$ cat config.mk
export PLATFORM = sky130hd
export DESIGN_NAME = sp_fifo_ctrl_flat
export DESIGN_NICKNAME = d
export VERILOG_FILES = /design/src/rtl/cpm68k_mem_pkg.sv /design/src/rtl/sp_fifo_ctrl_if.sv /design/src/rtl/sp_fifo_obuf.sv /design/src/rtl/sp_fifo_ctrl.sv /design/src/flat_wrapper.sv
export SDC_FILE = /design/constraint.sdc
export NUM_CORES = 1
export LEC_CHECK = 0
export BUFFER_PORTS_ARGS = -buffer_cell sky130_fd_sc_hd__buf_2
export CAP_MARGIN = 20
export CORE_ASPECT_RATIO = 2
export CORE_MARGIN = 1
export CORE_UTILIZATION = 40
export CTS_CLUSTER_SIZE = 28
export DETAILED_ROUTE_END_ITERATION = 8
export GPL_TIMING_DRIVEN = 0
export PLACE_DENSITY = 0.6
export SLEW_MARGIN = 20
export SYNTH_ARGS = -nofsm -noshare
export SYNTH_HDL_FRONTEND = slang
export SYNTH_HIERARCHICAL = 1
export SYNTH_SLANG_ARGS = --single-unit
$ cat constraint.sdc
create_clock -name clk -period 6.3 [get_ports clk]
set_input_delay 0.63 -clock clk [delete_from_list [all_inputs] [get_ports clk]]
set_output_delay 0.63 -clock clk [all_outputs]
set_load 0.05 [all_outputs]
$ cat src/rtl/cpm68k_mem_pkg.sv
// Shared constants and request bundle for the cpm68k single-port byte RAM.
// The RAM returns read data one cycle after the access.
package cpm68k_mem_pkg;
  localparam int SPRAM_AW     = 6;
  localparam int SPRAM_DW     = 8;
  localparam int SPRAM_DEPTH  = 64;
  localparam int SPRAM_RD_LAT = 1;

  typedef struct packed {
    logic                ce;
    logic                wre;
    logic [SPRAM_AW-1:0] ad;
    logic [SPRAM_DW-1:0] din;
  } spram_req_t;
endpackage

$ cat src/rtl/sp_fifo_ctrl_if.sv
// Byte stream and RAM port bundle of the single-port FIFO controller.
// The slave modport is the controller's view.
interface sp_fifo_ctrl_if import cpm68k_mem_pkg::*; #(
  parameter int DW = SPRAM_DW,
  parameter int AW = SPRAM_AW,
  parameter int CW = 7
);
  logic [DW-1:0] wr_data;
  logic          wr_valid;
  logic          wr_ready;
  logic [DW-1:0] rd_data;
  logic          rd_valid;
  logic          rd_ready;
  logic [CW-1:0] count;
  logic          ram_ce;
  logic          ram_oce;
  logic          ram_reset;
  logic          ram_wre;
  logic [AW-1:0] ram_ad;
  logic [DW-1:0] ram_din;
  logic [DW-1:0] ram_dout;

  modport slave (
    input  wr_data, wr_valid, rd_ready, ram_dout,
    output wr_ready, rd_data, rd_valid, count,
    output ram_ce, ram_oce, ram_reset, ram_wre, ram_ad, ram_din
  );

  modport master (
    output wr_data, wr_valid, rd_ready, ram_dout,
    input  wr_ready, rd_data, rd_valid, count,
    input  ram_ce, ram_oce, ram_reset, ram_wre, ram_ad, ram_din
  );
endinterface

$ cat src/rtl/sp_fifo_obuf.sv
// Two-entry output buffer behind the RAM read port; entry 0 is the head.
// The head keeps its last value when the buffer empties.
module sp_fifo_obuf import cpm68k_mem_pkg::*; #(
  parameter int DW = SPRAM_DW
) (
  input  logic          clk,
  input  logic          reset_n,
  input  logic          flush,
  input  logic          push_i,
  input  logic [DW-1:0] din_i,
  input  logic          pop_i,
  output logic [DW-1:0] dout_o,
  output logic          valid_o,
  output logic [1:0]    cnt_o
);
  logic [DW-1:0] ent0_q, ent0_d, ent1_q, ent1_d;
  logic [1:0]    cnt_q, cnt_d;

  // Next-state of the two entries and fill level
  always_comb begin
    ent0_d = ent0_q;
    ent1_d = ent1_q;
    cnt_d  = cnt_q;
    if (flush) begin
      ent0_d = '0;
      ent1_d = '0;
      cnt_d  = 2'd0;
    end else begin
      case (cnt_q)
        2'd0: begin
          if (push_i) begin
            ent0_d = din_i;
            cnt_d  = 2'd1;
          end else begin
            cnt_d = 2'd0;
          end
        end
        2'd1: begin
          case ({push_i, pop_i})
            2'b11:   ent0_d = din_i;
            2'b10: begin
              ent1_d = din_i;
              cnt_d  = 2'd2;
            end
            2'b01:   cnt_d = 2'd0;
            default: cnt_d = 2'd1;
          endcase
        end
        2'd2: begin
          // A push while full is only possible together with a pop
          if (pop_i) begin
            ent0_d = ent1_q;
            if (push_i) begin
              ent1_d = din_i;
              cnt_d  = 2'd2;
            end else begin
              cnt_d = 2'd1;
            end
          end else begin
            cnt_d = 2'd2;
          end
        end
        default: cnt_d = 2'd0;
      endcase
    end
  end

  // Entry and fill-level registers
  always_ff @(posedge clk or negedge reset_n) begin
    if (!reset_n) begin
      ent0_q <= '0;
      ent1_q <= '0;
      cnt_q  <= 2'd0;
    end else begin
      ent0_q <= ent0_d;
      ent1_q <= ent1_d;
      cnt_q  <= cnt_d;
    end
  end

  assign dout_o  = ent0_q;
  assign valid_o = (cnt_q != 2'd0);
  assign cnt_o   = cnt_q;
endmodule

$ cat src/rtl/sp_fifo_ctrl.sv
// Byte FIFO built on a 64x8 single-port RAM: one access per cycle, reads
// prefetched into a 2-entry output buffer, writes fill the remaining slots.
module sp_fifo_ctrl import cpm68k_mem_pkg::*; #(
  parameter int DW    = SPRAM_DW,
  parameter int AW    = SPRAM_AW,
  parameter int DEPTH = SPRAM_DEPTH,
  parameter int CW    = 7
) (
  input  logic          clk,
  input  logic          reset_n,
  input  logic          flush,
  sp_fifo_ctrl_if.slave bus
);
  localparam logic [AW:0] FULL_C = (AW+1)'(DEPTH);
  localparam logic [AW:0] ONE_C  = {{AW{1'b0}}, 1'b1};

  logic [AW-1:0] wr_ptr_q, wr_ptr_d, rd_ptr_q, rd_ptr_d;
  logic [AW:0]   ram_cnt_q, ram_cnt_d;
  logic          inflight_q, inflight_d;
  logic [CW-1:0] count_q, count_d;

  logic          act_s, rd_elig_s, rd_pri_s, rd_iss_s, wr_rdy_s, wr_acc_s;
  logic          push_s, pop_s, ob_valid_s;
  logic [1:0]    ob_cnt_s, occ_s;
  logic [DW-1:0] ob_dout_s;
  spram_req_t    req_s;

  // Port arbitration; reset low or flush blocks every access immediately
  always_comb begin
    act_s     = reset_n & ~flush;
    occ_s     = ob_cnt_s + {1'b0, inflight_q};
    rd_elig_s = (ram_cnt_q != '0) && (occ_s < 2'd2);
    rd_pri_s  = rd_elig_s && (occ_s == 2'd0);
    rd_iss_s  = act_s && rd_elig_s &&
                (rd_pri_s || !bus.wr_valid || (ram_cnt_q == FULL_C));
    wr_rdy_s  = act_s && (ram_cnt_q < FULL_C) && !rd_iss_s;
    wr_acc_s  = wr_rdy_s && bus.wr_valid;
    push_s    = inflight_q && !flush;
    pop_s     = ob_valid_s && bus.rd_ready && !flush;
  end

  // RAM request for this cycle; address and data are zero when idle
  always_comb begin
    req_s = '0;
    if (rd_iss_s) begin
      req_s.ce  = 1'b1;
      req_s.wre = 1'b0;
      req_s.ad  = rd_ptr_q;
    end else if (wr_acc_s) begin
      req_s.ce  = 1'b1;
      req_s.wre = 1'b1;
      req_s.ad  = wr_ptr_q;
      req_s.din = bus.wr_data;
    end else begin
      req_s = '0;
    end
  end

  // Pointer, occupancy and in-flight tracking
  always_comb begin
    wr_ptr_d   = wr_ptr_q;
    rd_ptr_d   = rd_ptr_q;
    ram_cnt_d  = ram_cnt_q;
    inflight_d = 1'b0;
    count_d    = count_q;
    if (flush) begin
      wr_ptr_d  = '0;
      rd_ptr_d  = '0;
      ram_cnt_d = '0;
      count_d   = '0;
    end else begin
      wr_ptr_d   = wr_ptr_q + AW'(wr_acc_s);
      rd_ptr_d   = rd_ptr_q + AW'(rd_iss_s);
      inflight_d = rd_iss_s;
      case ({wr_acc_s, rd_iss_s})
        2'b10:   ram_cnt_d = ram_cnt_q + ONE_C;
        2'b01:   ram_cnt_d = ram_cnt_q - ONE_C;
        default: ram_cnt_d = ram_cnt_q;
      endcase
      count_d = count_q + CW'(wr_acc_s) - CW'(pop_s);
    end
  end

  // State registers
  always_ff @(posedge clk or negedge reset_n) begin
    if (!reset_n) begin
      wr_ptr_q   <= '0;
      rd_ptr_q   <= '0;
      ram_cnt_q  <= '0;
      inflight_q <= 1'b0;
      count_q    <= '0;
    end else begin
      wr_ptr_q   <= wr_ptr_d;
      rd_ptr_q   <= rd_ptr_d;
      ram_cnt_q  <= ram_cnt_d;
      inflight_q <= inflight_d;
      count_q    <= count_d;
    end
  end

  sp_fifo_obuf #(.DW(DW)) u_obuf (
    .clk     (clk),
    .reset_n (reset_n),
    .flush   (flush),
    .push_i  (push_s),
    .din_i   (bus.ram_dout),
    .pop_i   (pop_s),
    .dout_o  (ob_dout_s),
    .valid_o (ob_valid_s),
    .cnt_o   (ob_cnt_s)
  );

  assign bus.wr_ready  = wr_rdy_s;
  assign bus.rd_data   = ob_dout_s;
  assign bus.rd_valid  = ob_valid_s;
  assign bus.count     = count_q;
  assign bus.ram_ce    = req_s.ce;
  assign bus.ram_wre   = req_s.wre;
  assign bus.ram_ad    = req_s.ad;
  assign bus.ram_din   = req_s.din;
  assign bus.ram_oce   = 1'b1;
  assign bus.ram_reset = 1'b0;
endmodule

$ cat src/flat_wrapper.sv
// flat-port wrapper written by rule: the top's interface ports become plain ports
module sp_fifo_ctrl_flat import cpm68k_mem_pkg::*;
#(
  parameter int DW    = SPRAM_DW,
  parameter int AW    = SPRAM_AW,
  parameter int DEPTH = SPRAM_DEPTH,
  parameter int CW    = 7
)
  (clk, reset_n, flush, bus_wr_data, bus_wr_valid, bus_rd_ready, bus_ram_dout, bus_wr_ready, bus_rd_data, bus_rd_valid, bus_count, bus_ram_ce, bus_ram_oce, bus_ram_reset, bus_ram_wre, bus_ram_ad, bus_ram_din);
  sp_fifo_ctrl_if #(.DW(DW), .AW(AW), .CW(CW)) bus_i ();
  input  logic clk;
  input  logic reset_n;
  input  logic flush;
  input wire logic [$bits(bus_i.wr_data)-1:0] bus_wr_data;
  input wire logic [$bits(bus_i.wr_valid)-1:0] bus_wr_valid;
  input wire logic [$bits(bus_i.rd_ready)-1:0] bus_rd_ready;
  input wire logic [$bits(bus_i.ram_dout)-1:0] bus_ram_dout;
  output wire logic [$bits(bus_i.wr_ready)-1:0] bus_wr_ready;
  output wire logic [$bits(bus_i.rd_data)-1:0] bus_rd_data;
  output wire logic [$bits(bus_i.rd_valid)-1:0] bus_rd_valid;
  output wire logic [$bits(bus_i.count)-1:0] bus_count;
  output wire logic [$bits(bus_i.ram_ce)-1:0] bus_ram_ce;
  output wire logic [$bits(bus_i.ram_oce)-1:0] bus_ram_oce;
  output wire logic [$bits(bus_i.ram_reset)-1:0] bus_ram_reset;
  output wire logic [$bits(bus_i.ram_wre)-1:0] bus_ram_wre;
  output wire logic [$bits(bus_i.ram_ad)-1:0] bus_ram_ad;
  output wire logic [$bits(bus_i.ram_din)-1:0] bus_ram_din;
  assign bus_i.wr_data = bus_wr_data;
  assign bus_i.wr_valid = bus_wr_valid;
  assign bus_i.rd_ready = bus_rd_ready;
  assign bus_i.ram_dout = bus_ram_dout;
  assign bus_wr_ready = bus_i.wr_ready;
  assign bus_rd_data = bus_i.rd_data;
  assign bus_rd_valid = bus_i.rd_valid;
  assign bus_count = bus_i.count;
  assign bus_ram_ce = bus_i.ram_ce;
  assign bus_ram_oce = bus_i.ram_oce;
  assign bus_ram_reset = bus_i.ram_reset;
  assign bus_ram_wre = bus_i.ram_wre;
  assign bus_ram_ad = bus_i.ram_ad;
  assign bus_ram_din = bus_i.ram_din;
  sp_fifo_ctrl #(.DW(DW), .AW(AW), .DEPTH(DEPTH), .CW(CW)) u_core (.clk(clk), .reset_n(reset_n), .flush(flush), .bus(bus_i));
endmodule
==> results.toml, run 1 <==
[floorplan]
dieHeight_um = 122.1
die_area_sq_mm = 0.007574
placementRows = 43
die_x_um = 62.04
core-area_sq_mm = 0.006940
io_pins = 56
initial_core_util_pct = 41.55

[detailed_routing]
drt_first_pass_iters = 4
drc = 0
wl_per_cell_um = 14.94
ant_nets = 0
routed_wl_mm = 6.440
via_count = 2236
drtIter0Drc = 95
avgViaCountPerCell = 5.188

[hold_path]
hp-class = "in2async"

[placement]
dpl.hpwl_mm = 4.859
place_area_sq_mm = 0.003262
place.port_buffers = 53
gp_congestion = 0.8866

[clock_tree]
clk_pin_slew_worst_paths_ns = 0.06
cts_inserted_buffers = 5
post_cts_buffers = 0
cts_root_buf = "clkbuf_16"
cts.path.max_buffers = 2
insertion_delay_ns = 0.29
clock-sinks = 45
cts_resized = 0
htree_levels = 2
cts_hold_buf = 0
cts_tree = "done"

[layout]
fin_area_sq_mm = 0.003432
layout_commonest_cell = "buf_2"
antenna_cells = 0
layout.nets = 380
drive_gt1_share_pct = 27.57
layout_common_cells = "buf_2 (56), dfrtp_1 (45), inv_1 (20), ha_1 (18), nor2b_1 (17)"
area_delta_synth_final_pct = 19.00
fillers = 703

[synthesis]
synth-edff-count = 0
avgSynthCellArea_sq_um = 10.30
syn_nets = 320
synthTopCellsByArea = "dfrtp_1 (39%), ha_1 (7.8%), mux2i_1 (4.9%)"
ys_seq_area_share_pct = 39.05
syn-cell-area_sq_mm = 0.002884
ys_warn_count = 6
ys_ff_latch = 45
yosysTopAreaCellShare_pct = 39.05
ys.flop_type = "dfrtp_1"
ys_async_sr_fraction_pct = 100.0
yosysTopAreaCell = "dfrtp_1"
synthCells = 280
yosysUniqueCellTypes = 55

[timing]
slew_headroom_pct = 56.26
max_freq_mhz = 253.2
holdWs_ns = 0.3434
finalSetupViolations = 0
skew_ns = 0.008420
finalMaxSlewViolations = 0
finalSetupTns_ns = 0
finalWorstPathRequiredPeriod_ns = 3.949
hold_viol = 0
rsz0062_at_grt = "false"
worst_pin_slew_ns = 0.6378
timing.final.crit_share_pct = 62.69

[critical_path]
cp_max_fo = 10
cp-end-kind = "register"
worstPathArrival_ns = 4.10
critPathKind = "reg2reg"
startpoint_type = "register"
reg2reg_from = "u_core/ram_cnt_q[2]"
startpoint = "u_core/ram_cnt_q[2]"
crit_required_ns = 6.45

[grt]
grt_max_degree = 48
grt_antenna_before_repair = 0
grt_pass1_wl_mm = 10.51
overflow = 0
grt_pass1_vias = 2271
grt_use_total_pct = 19.07

[power]
p_leak_nw = 1.760
swShare_pct = 40.13
p_clk_share_pct = 24.3
power_density_mw_per_mm2 = 354.2
seqPwrFrac_pct = 31.5
pwr-share-comb_pct = 44.2
net-switching-power_mw = 0.4878
intPower_mw = 0.7278
irDropWorstVdd_v = 0.0001969

[status]
run_status = "complete, no violations"

[flow_run]
drv_cap = 0
## final timing paths
kind                                      endpoint  slack, ns  cells past startpoint
max reg2reg                    u_core/bus.count[6]       2.35                     17
min reg2reg                u_core/u_obuf/ent1_q[1]       0.51                      1
min                            u_core/bus.count[0]       0.34                      1
max in group asynchronous  u_core/u_obuf/dout_o[4]       5.55                      1
min in group clk           u_core/u_obuf/ent1_q[1]       0.51                      1
max                            u_core/bus.count[6]       2.35                     17
## cell usage after synthesis (3+ instances only)
| cell | instances |
|---|---|
| nand2_1 | 14 |
| nor2_1 | 16 |
| o2111ai_1 | 8 |
| buf_6 | 4 |
| nor3_1 | 5 |
| nor2b_1 | 17 |
| o31ai_2 | 8 |
| buf_2 | 4 |
| mux2i_1 | 14 |
| mux2_4 | 8 |
| buf_4 | 3 |
| xor2_1 | 8 |
| nand3_1 | 7 |
| xnor2_1 | 6 |
| a21oi_1 | 8 |
| nand2b_1 | 3 |
| dfrtp_1 | 45 |
| ha_1 | 18 |
| and2_1 | 8 |
| inv_1 | 20 |
| clkbuf_1 | 6 |
| a22o_1 | 5 |
| o21ai_0 | 8 |
## final cells by class
| cell class | count | area, sq um | share of cell area (%) |
|---|---|---|---|
| Multi-Input combinational cell | 196 | 1564 | 45.57 |
| Inverter | 20 | 75.07 | 2.187 |
| Buffer | 19 | 118.9 | 3.463 |
| Sequential cell | 45 | 1126 | 32.81 |
| Tap cell | 90 | 112.6 | 3.281 |
| Clock inverter | 2 | 38.79 | 1.130 |
| Clock buffer | 6 | 128.9 | 3.755 |
| Timing Repair Buffer | 53 | 267.8 | 7.802 |
## registers in the layout, indices dropped and copies added, names as in the netlist
name / flops
u_core/u_obuf/cnt_o: 2
u_core/u_obuf/dout_o: 8
u_core/rd_ptr_q: 6
u_core/wr_ptr_q: 6
u_core/u_obuf/ent1_q: 8
u_core/inflight_q: 1
u_core/bus.count: 7
u_core/ram_cnt_q: 7
## worst max-delay path, stage by stage, from the launching register on
cell,delay (ns)
dfrtp_1,0.36
clkbuf_1,0.18
or4_4,0.56
nor3_4,0.28
o311a_1,0.34
buf_4,0.22
inv_1,0.07
ha_1,0.27
inv_1,0.08
ha_1,0.17
inv_1,0.05
fa_1,0.38
nor2b_1,0.18
o21ai_0,0.11
a21oi_1,0.20
o21ai_0,0.13
a21oi_1,0.16
nor3b_1,0.06
## power groups by stage
stage / logic (mW) / clock network (mW) / registers [mW]
final: 0.538 / 0.295 / 0.382
after global routing: 0.591 / 0.317 / 0.388
after CTS: 0.542 / 0.306 / 0.383
after detailed placement: 0.539 / 0 / 0.388
after global placement: 0.534 / 0 / 0.386
after floorplan: 0.359 / 0 / 0.445
## per-stage QoR
stage | setup WS (ns) | util, % | power, mW | instances
2_1_floorplan | 2.869 | - | 0.8038 | 280
3_5_place_dp | 1.820 | 47.00 | 0.9267 | 423
6_report | 2.351 | 49.45 | 1.216 | 431
3_3_place_gp | 1.850 | 47.00 | 0.9197 | 423
5_1_grt | 2.062 | 49.45 | 1.297 | 431
4_1_cts | 2.100 | 49.41 | 1.231 | 431
## logic make-up after synthesis
family                     after synthesis  synth area share (%)
AOI/OAI and AO/OA                       55                 15.49
adders and majority gates               19                 8.503
other                                    2                0.2604
buffers and inverters                   39                 6.724
muxes                                   24                 9.891
and+or+nand+nor                         82                 15.84
xor gates and xnor gates                14                 4.252
DFF                                     45                 39.05
## metal layers
metal  wire length [um]  GRT usage (%)  vias to the layer above
li1                   -              -                     1097
met1               2415          20.78                     1081
met2               3659          34.38                       46
met3                203          2.866                       12
met4                161          8.194                        0
met5                  0              0                        -
Note: power is estimated with default switching activity, not from simulation.
==> run 2, diff against run 1 <==
Clock period 6.3 ns to 3.9 ns, I/O delays scaled along.
==> results.toml, run 2 (synthesized netlist as in run 1, its figures left out) <==
[grt]
grt_pass1_wl_mm = 10.56
grt_max_degree = 48
grt_pass1_vias = 2284
overflow = 0
grt_use_total_pct = 19.18
grt_antenna_before_repair = 0

[critical_path]
crit_required_ns = 3.51
reg2reg_from = "u_core/ram_cnt_q[1]"
cp-end-kind = "primary output"
critPathKind = "reg2out"
cp_max_fo = 10
startpoint_type = "register"
rr_endpoint = "u_core/bus.count[6]"
r2r_cells = 17
rrSetupSlack_ns = 0.29
worstPathArrival_ns = 3.27

[status]
run_status = "complete, no violations"

[layout]
multiInputGateArea_sq_mm = 0.001578
drive_gt1_share_pct = 28.45
layout_common_cells = "buf_2 (56), dfrtp_1 (45), inv_1 (20), ha_1 (18)"
fillers = 700
layout_commonest_cell = "buf_2"
area_delta_synth_final_pct = 19.61
layout.nets = 380
regArea_sq_mm = 0.001126
utilization_pct = 49.70
antenna_cells = 0

[placement]
gp_congestion = 0.8866
dpl.hpwl_mm = 4.859
place.port_buffers = 53

[floorplan]
dieHeight_um = 122.1
initial_core_util_pct = 41.55
die_x_um = 62.04
io_pins = 56
die_area_sq_mm = 0.007574
core-area_sq_mm = 0.006940
placementRows = 43

[timing]
holdWs_ns = 0.1023
finalMaxSlewViolations = 0
hold_viol = 0
max_freq_mhz = 273.1
finalSetupTns_ns = 0
skew_ns = 0.008088
timing.final.crit_share_pct = 93.90
slew_headroom_pct = 55.96
finalWorstPathRequiredPeriod_ns = 3.662
finalSetupViolations = 0
worst_pin_slew_ns = 0.6423

[power]
p_leak_nw = 1.769
irDropWorstVdd_v = 0.0003176
power_density_mw_per_mm2 = 574.1
power_mw = 1.980

[hold_path]
hp-class = "in2async"

[detailed_routing]
avgViaCountPerCell = 5.176
drc = 0
drt_first_pass_iters = 4
routed_wl_mm = 6.462
drtIter0Drc = 95
ant_nets = 0
via_count = 2231
wl_per_cell_um = 14.99

[clock_tree]
insertion_delay_ns = 0.29
cts_inserted_buffers = 5
cts.path.max_buffers = 2
clk_pin_slew_worst_paths_ns = 0.06
clock-sinks = 45
htree_levels = 2
cts_tree = "done"
cts_root_buf = "clkbuf_16"

[flow_run]
drv_cap = 0
==> run 2: changes by cell type in the layout (fill, tap and decap cells not counted), sizes merged <==
cell / previous run / this run
buf: 65 / 66
clkbuf: 13 / 12
==> run 2: routing by layer <==
layer | GRT usage (%) | wire, um | share of wire (%) | up-vias
li1 | - | - | - | 1096
met1 | 20.85 | 2408 | 37 | 1075
met2 | 34.64 | 3684 | 57 | 48
met3 | 2.866 | 208 | 3.2 | 12
met4 | 8.194 | 161 | 2.5 | 0
met5 | 0 | 0 | 0 | -
==> run 2: per-stage QoR <==
step                      std cells  area, sq um  setup slack [ns]
after floorplan                 280         2884            0.4686
after global placement          423         3262           -0.3097
after detailed placement        423         3262           -0.3399
after CTS                       432         3440           0.02202
after global routing            431         3450         -0.005444
final                           431         3450            0.2379
==> run 2: area by class of cell <==
type,instances,area share [%]
Clock buffer,6,3.736
Inverter,20,2.176
Timing Repair Buffer,54,7.980
Tap cell,90,3.264
Buffer,18,3.337
Sequential cell,45,32.64
Clock inverter,2,1.124
Multi-Input combinational cell,196,45.74
==> run 2: repair_timing <==
item	CTS	global route
setup endpoints to repair	1	2
gates cloned	0	0
hold buffers	0	0
pin swaps	1	3
buffers inserted	1	0
gates resized for setup	1	3
==> run 2: how the worst max path moves through the flow <==
stage,from,end,depth (start not counted)
floorplan,u_core/ram_cnt_q[1],u_core/bus.count[6],17
global placement,reset_n,u_core/bus.count[6],17
detailed placement,reset_n,u_core/bus.count[6],17
CTS,u_core/ram_cnt_q[2],u_core/bus.count[6],17
global route,u_core/ram_cnt_q[3],u_core/bus.count[6],17
finish,u_core/ram_cnt_q[1],bus_ram_ad[0],8
==> run 2: worst max-delay path, stage by stage (launching register included) <==
cell and delay, ns:
dfrtp_1 0.38, buf_6 0.14, or4_4 0.57, nor3_4 0.18, buf_4 0.18, mux2i_1 0.57, buf_2 0.37, mux2_2 0.38
buf_2 0.21
==> run 2: power breakdown <==
group	total [mW]	switching, mW	internal (mW)
clock network	0.477	0.173	0.303
logic	0.876	0.545	0.331
registers	0.627	0.0750	0.552
